<file path="config.mk">
export PLATFORM = sky130hd
export DESIGN_NAME = fifo_burst_reader
export DESIGN_NICKNAME = d
export VERILOG_FILES = /design/src/rtl/fifo_burst_reader.sv
export SDC_FILE = /design/constraint.sdc
export NUM_CORES = 2
export LEC_CHECK = 0
export CAP_MARGIN = 30
export CORE_AREA = 2 2 419 421
export CTS_CLUSTER_SIZE = 12
export DETAILED_ROUTE_END_ITERATION = 10
export DIE_AREA = 0 0 421 423
export SYNTH_ARGS = -nofsm -noshare
export SYNTH_HDL_FRONTEND = slang
export SYNTH_SLANG_ARGS = --single-unit
</file>
<file path="constraint.sdc">
create_clock -name clk -period 8.35 [get_ports clk]
set_input_delay 2.0875 -clock clk [delete_from_list [all_inputs] [get_ports clk]]
set_output_delay 2.0875 -clock clk [all_outputs]
set_load 0.005 [all_outputs]
</file>
<file path="src/rtl/fifo_burst_reader.sv">
// Drain stage for the RX merge FIFO. It requests a DDR write burst once enough words are queued,
// or a short residual burst after a flush, then streams the popped words out with valid/ready/last.
module fifo_burst_reader #(
    parameter int DATA_W      = 512,
    parameter int CNT_W       = 11,
    parameter int BURST_BEATS = 16
) (
    input  logic              clk,
    input  logic              rstn,
    input  logic [DATA_W-1:0] fifo_dout_i,
    input  logic              fifo_empty_i,
    input  logic [CNT_W-1:0]  fifo_rd_data_count_i,
    output logic              fifo_rd_en_o,
    input  logic              flush_i,
    output logic              burst_req_o,
    output logic [7:0]        burst_len_o,
    input  logic              burst_ack_i,
    output logic [DATA_W-1:0] m_data_o,
    output logic              m_valid_o,
    input  logic              m_ready_i,
    output logic              m_last_o,
    output logic              busy_o,
    output logic [31:0]       burst_cnt_o
);

    localparam logic [1:0]       ST_IDLE  = 2'd0;
    localparam logic [1:0]       ST_REQ   = 2'd1;
    localparam logic [1:0]       ST_XFER  = 2'd2;
    localparam logic [CNT_W-1:0] FULL_CNT = CNT_W'(BURST_BEATS);
    localparam logic [7:0]       FULL_LEN = 8'(BURST_BEATS);

    logic [1:0]        state;
    logic [7:0]        burst_len;
    logic [7:0]        pop_left;
    logic [7:0]        beat_left;
    logic              flush_pending;
    logic              partial_burst;
    logic              rd_inflight;
    logic [31:0]       burst_cnt;
    logic [DATA_W-1:0] buf0;
    logic [DATA_W-1:0] buf1;
    logic [1:0]        buf_cnt;

    logic              in_xfer;
    logic              out_valid;
    logic              beat_fire;
    logic              last_fire;
    logic [2:0]        held;
    logic              rd_en;
    logic              start_full;
    logic              start_flush;
    logic              flush_clear;

    // Occupancy counts the beat leaving this cycle as gone, so a full-rate stream keeps one
    // word buffered and one read in flight without ever exceeding the two skid entries.
    always_comb begin
        in_xfer     = (state == ST_XFER);
        out_valid   = in_xfer && (buf_cnt != 2'd0);
        beat_fire   = out_valid && m_ready_i;
        last_fire   = beat_fire && (beat_left == 8'd1);
        held        = {1'b0, buf_cnt} + {2'b00, rd_inflight} - {2'b00, beat_fire};
        rd_en       = in_xfer && (pop_left != 8'd0) && !fifo_empty_i && (held < 3'd2);
        start_full  = (fifo_rd_data_count_i >= FULL_CNT);
        start_flush = flush_pending && (fifo_rd_data_count_i != '0);
        flush_clear = ((state == ST_IDLE) && flush_pending && !start_full &&
                       (fifo_rd_data_count_i == '0)) ||
                      (last_fire && partial_burst);
    end

    always_ff @(posedge clk or negedge rstn) begin
        if (!rstn) begin
            state         <= ST_IDLE;
            burst_len     <= 8'd0;
            pop_left      <= 8'd0;
            beat_left     <= 8'd0;
            partial_burst <= 1'b0;
            burst_cnt     <= 32'd0;
        end else begin
            case (state)
                ST_IDLE: begin
                    if (start_full) begin
                        burst_len     <= FULL_LEN;
                        partial_burst <= 1'b0;
                        state         <= ST_REQ;
                    end else if (start_flush) begin
                        burst_len     <= 8'(fifo_rd_data_count_i);
                        partial_burst <= 1'b1;
                        state         <= ST_REQ;
                    end
                end
                ST_REQ: begin
                    if (burst_ack_i) begin
                        pop_left  <= burst_len;
                        beat_left <= burst_len;
                        state     <= ST_XFER;
                    end
                end
                ST_XFER: begin
                    if (rd_en) begin
                        pop_left <= pop_left - 8'd1;
                    end
                    if (beat_fire) begin
                        beat_left <= beat_left - 8'd1;
                    end
                    if (last_fire) begin
                        burst_cnt <= burst_cnt + 32'd1;
                        state     <= ST_IDLE;
                    end
                end
                default: state <= ST_IDLE;
            endcase
            // A flush arriving mid-burst must survive the end of a residual burst.
            if (flush_i && (state != ST_IDLE)) begin
                partial_burst <= 1'b0;
            end
        end
    end

    always_ff @(posedge clk or negedge rstn) begin
        if (!rstn) begin
            flush_pending <= 1'b0;
        end else begin
            flush_pending <= flush_i | (flush_pending & ~flush_clear);
        end
    end

    // Two-entry skid buffer; FIFO read data is captured the cycle after the pop strobe.
    always_ff @(posedge clk or negedge rstn) begin
        if (!rstn) begin
            rd_inflight <= 1'b0;
            buf0        <= '0;
            buf1        <= '0;
            buf_cnt     <= 2'd0;
        end else begin
            rd_inflight <= rd_en;
            if (beat_fire) begin
                if (buf_cnt == 2'd2) begin
                    buf0 <= buf1;
                    if (rd_inflight) begin
                        buf1 <= fifo_dout_i;
                    end else begin
                        buf_cnt <= 2'd1;
                    end
                end else if (rd_inflight) begin
                    buf0 <= fifo_dout_i;
                end else begin
                    buf_cnt <= 2'd0;
                end
            end else if (rd_inflight) begin
                if (buf_cnt == 2'd0) begin
                    buf0    <= fifo_dout_i;
                    buf_cnt <= 2'd1;
                end else begin
                    buf1    <= fifo_dout_i;
                    buf_cnt <= 2'd2;
                end
            end
        end
    end

    assign fifo_rd_en_o = rd_en;
    assign burst_req_o  = (state == ST_REQ);
    assign burst_len_o  = burst_len;
    assign m_data_o     = buf0;
    assign m_valid_o    = out_valid;
    assign m_last_o     = out_valid && (beat_left == 8'd1);
    assign busy_o       = (state != ST_IDLE);
    assign burst_cnt_o  = burst_cnt;

endmodule

</file>
=== Word level (Yosys, flattened, before mapping) ===
Cells that the tools add are included.

* Magnitude comparators: 2
* Add/subtract/negate cells: 5
* Reduce and logical (&&, ||, !) cells: 39
* Equality and inequality tests: 13
* Bitwise logic cells: 3
* Multiplexer cells: 31

{| class="wikitable"
|+ Operator list
! cell !! number
|-
| two-way mux 512 bit || 9
|-
| two-way mux 8 bit || 5
|-
| adder 32 x 1 -> 32 bit, second input constant || 1
|-
| case mux 8 bit (2 select lines) || 2
|-
| two-way mux 2 bit || 10
|-
| nonzero test 2 bit || 8
|-
| subtractor 8 x 1 -> 8 bit, second input constant || 2
|-
| logical AND 1 bit || 13
|-
| AND reduction 3 bit || 4
|-
| >= comparator 11 x 5 -> 1 bit, second input constant || 1
|-
| zero test 11 bit || 1
|-
| nonzero test 11 bit || 1
|-
| != test 2 x 1 -> 1 bit, second input constant || 5
|-
| == test 8 x 1 -> 1 bit, second input constant || 1
|-
| AND reduction 2 bit || 4
|-
| nonzero test 8 bit || 1
|-
| != test 2 bit, second input constant || 3
|-
| case mux 2 bit (3 select lines) || 1
|-
| == test 2 bit, second input constant || 2
|-
| zero test 2 bit || 2
|-
| two-way mux 1 bit || 4
|-
| AND reduction 4 bit || 1
|-
| adder 2 x 1 -> 3 bit || 1
|-
| less-than comparator 3 x 2 -> 1 bit, second input constant || 1
|-
| other kinds (9) || 10
|}

* Flip-flop bits (word level): 1,087
* Input port bits: 529

=== Logic depth before layout (Yosys ltp) ===
* Depth after elaboration: 9
* Gate-level depth with buffers: 14
* Mapped depth without buffers: 10

=== Worst setup path after synthesis ===
OpenSTA, ideal clock, no wires.

* Path type: input -> output
* Start: in m_ready_i
* End: out fifo_rd_en_o
* Data arrival time: 3.850 ns
* Path buffers: 2
* Setup slack: 2.412 ns
* Stages: 9
* Cell sequence: nand3_1 -> buf_2 -> inv_2 -> clkbuf_1 -> o21ai_0 -> fa_1 -> nand4bb_1 -> a311o_1 -> inv_1

* Longest elaborated chain between the ends: 4

{| class="wikitable"
|+ Ends and longest elaborated chain
! item !! RTL line !! text
|-
| start: declaration || 20 || <nowiki>input logic m_ready_i,</nowiki>
|-
| logical AND 1 bit || 59 || <nowiki>beat_fire = out_valid && m_ready_i;</nowiki>
|-
| subtractor 3 x 1 -> 3 bit || 61 || <nowiki>held = {1'b0, buf_cnt} + {2'b00, rd_inflight} - {2'b00, beat_fire};</nowiki>
|-
| less-than comparator 3 x 2 -> 1 bit || 62 || <nowiki>rd_en = in_xfer && (pop_left != 8'd0) && !fifo_empty_i && (held < 3'd2);</nowiki>
|-
| logical AND 1 bit || 62 ||
|-
| end: declaration || 13 || <nowiki>output logic fifo_rd_en_o,</nowiki>
|}

No other way between the ends.

=== Worst setup path in the final report ===
Ends and elaborated chain as after synthesis.

==> metrics.cfg <==
[power_and_ir_drop]
power.density_nw_per_um2=364
comb_power_share_pct=33.2
totalPowerFinal_uw=22700
vdd_drop_max_mv=0.204
sw_frac_of_total_pct=31.7
p_int_uw=15500
power.leakage_uw=0.0255
p_sw_uw=7190
p_seq_share_pct=41.5
clkPwrFrac_pct=25.3

[critical_path]
reg2reg_to=m_data_o[191]$_DFFE_PN0P_
r2r_cells=8
crit_fanout=47
worst_r2r_startpoint=state[1]$_DFFE_PN0P_
cp-endpoint=fifo_rd_en_o
cp.required_ns=6.26
reg2reg_slack_ns=3.40
setup.worst_path.start=m_ready_i
arrival_ns=5.48
critical_path_class=in2out
end_kind=primary output
critPathLaunchType=input port

[placed_design]
dpl-instance-area_um2=58000
place_hpwl_mm=120
io_buffers=1085
dp.cells=7381
routabilityCongestion=0.896

[global_route]
antenna_found_initial=66
grt_pass1_wl_mm=243
first_global_vias=34600
grt_usage_pct=18.3
grt_overflow_total=0
grt_start_max_net_pins=231

[detailed_routing]
ant_nets=0
avgViaCountPerCell=4.65
drc=0
dr.pass1.iters=6
drt_wl_total_mm=167
vias=35600
avgRoutedWirePerCell_um=21.9
drtIter0Drc=2844

[clock_network]
tritoncts=done
cts_root_buffer=clkbuf_16
insertion_delay_ns=0.79
post_cts_buffers=0
clock_sink_count=1087
postCtsHoldBufs=0
cts_buffer_depth=3
ctsResizeCount=0
cts_buffers=130
path_clk_slew_ns=0.05
htree_num_levels=4

[timing]
rsz0062_at_grt=false
tightest_slew_ns=1.18
fin_skew_ns=0.0534
fin_crit_ns=7.57
setup_viol=0
final-hold-violation-count=0
report.final.slew_viol_count=0
period_share_pct=90.7
tns_ns=0
fmax_mhz=132
holdWs_ns=0.467
maxSlewHeadroom_pct=21.6

[floorplan]
io_pins=1086
rows=153
die_height_um=423
start_util_pct=25.9
core_um2=173000
fp.dieW_um=421
dieArea_um2=178000

[outcome]
status=finished clean

[synthesis]
synth_flop_cell=dfrtp_1
synth_edf_count=0
yosys_register_bits=1087
yosysSeqAreaShare_pct=60.6
synth_area_leader_cell=dfrtp_1
synthArstFlopShare_pct=100
avgSynthCellArea_um2=10.7
synth_common_cells=dfrtp_1 (1087), nand2_1 (1061), nor2_1 (541)
syn_area_um2=44900
syn_nets=4739
synth_top_area_share_pct=60.6
yosys.cell_count.top_type=dfrtp_1
synth_warnings=0
yosys-top-cells-area=dfrtp_1 (61%), mux2_2 (13%), nand2_1 (8.9%)
synthCells=4204
yosysUniqueCellTypes=51

[finish]
final_cells=7648
final_area_um2=62400
nFillCells=17100
nets=5723
final_layout_size_suffix_gt1_share_pct=14.9
syn2layout_area_growth_pct=38.9

[flow_run]
cap_viol_max_count=0

[worst_hold_path]
hp-class=reg2reg

## cell families after synthesis
group	synth area share, %
fa+ha+maj	0.184
compound gates	8.08
flops	60.6
mux	12.9
xor+xnor	0.624
buf+inv	3.15
simple gates	14.5
## power groups by stage
stage	clock network [uW]	logic (uW)	registers [uW]
after floorplan	0	3370	9130
after global placement	0	7480	9360
after detailed placement	0	7630	9470
after CTS	5900	7650	9410
after global routing	6110	8210	9740
final	5740	7530	9410
## cell type report
cell class / count / area, um2 / area share [%]
Tap cell: 2325 / 2910 / 4.67
Clock inverter: 39 / 470 / 0.754
Multi-Input combinational cell: 2809 / 16300 / 26.1
Clock buffer: 191 / 3820 / 6.13
Inverter: 18 / 75.1 / 0.120
Timing Repair Buffer: 1142 / 11500 / 18.4
Antenna cell: 37 / 92.6 / 0.148
Sequential cell: 1087 / 27200 / 43.6
## layout by cell type, fill, tap and decap left out, types with 4 or more instances in the layout
master,count
dfrtp_1,1087
inv_1,17
nand3_1,18
buf_4,41
clkinvlp_4,5
nor4_1,9
xor2_1,21
nand2b_1,4
o211ai_1,4
inv_6,8
buf_12,13
or3_1,4
clkbuf_8,32
a21oi_1,19
inv_16,4
and3_1,4
o21ai_0,20
xnor2_1,11
clkdlybuf4s50_1,1084
diode_2,37
nand4_1,5
o22ai_1,4
clkbuf_16,131
nor2_1,541
a31oi_1,514
clkinv_2,12
bufinv_16,4
nand2_1,1061
clkbuf_1,28
mux2_2,513
and2_1,4
nor3_1,12
ha_1,5
## metal layers
| metal | up-vias | track usage (%) | routed length [um] |
|---|---|---|---|
| li1 | 16300 | - | - |
| met1 | 17800 | 22.8 | 69800 |
| met2 | 1111 | 29.2 | 79500 |
| met3 | 298 | 5.67 | 11700 |
| met4 | 10 | 8.07 | 6360 |
| met5 | - | 0 | 61 |
## state kept, by name, indices dropped and copies added (netlist names)
| signal | cells |
|---|---|
| burst_len_o | 8 |
| buf_cnt | 2 |
| beat_left | 8 |
| rd_inflight | 1 |
| flush_pending | 1 |
| m_data_o | 512 |
| pop_left | 8 |
| buf1 | 512 |
| state | 2 |
| partial_burst | 1 |
| burst_cnt_o | 32 |
## worst max-delay path, cell delays in order
cell and delay [ns]:
clkdlybuf4s50_1 0.70, nand3_4 0.42, inv_8 0.43, o21ai_0 0.18, fa_1 0.51, nand4bb_1 0.10
a311o_1 0.37, inv_1 0.09, clkdlybuf4s50_1 0.55
## stage by stage
| step | util [%] | setup slack, ns |
|---|---|---|
| floorplan | - | 2.41 |
| global placement | 33.4 | 0.607 |
| detailed placement | 33.5 | 0.733 |
| CTS | 35.9 | 0.697 |
| global route | 36.0 | 0.548 |
| finish | 36.0 | 0.779 |
## worst min path at each step
stage | startpoint | to | depth (start not counted)
2_1_floorplan | flush_pending$_DFF_PN0_ | flush_pending$_DFF_PN0_ | 1
3_3_place_gp | flush_pending$_DFF_PN0_ | flush_pending$_DFF_PN0_ | 1
3_5_place_dp | burst_cnt_o[31]$_DFFE_PN0P_ | burst_cnt_o[31]$_DFFE_PN0P_ | 1
4_1_cts | burst_cnt_o[31]$_DFFE_PN0P_ | burst_cnt_o[31]$_DFFE_PN0P_ | 1
5_1_grt | flush_pending$_DFF_PN0_ | flush_pending$_DFF_PN0_ | 1
6_report | burst_cnt_o[31]$_DFFE_PN0P_ | burst_cnt_o[31]$_DFFE_PN0P_ | 1
No activity file was read; power rests on OpenSTA's default activity.
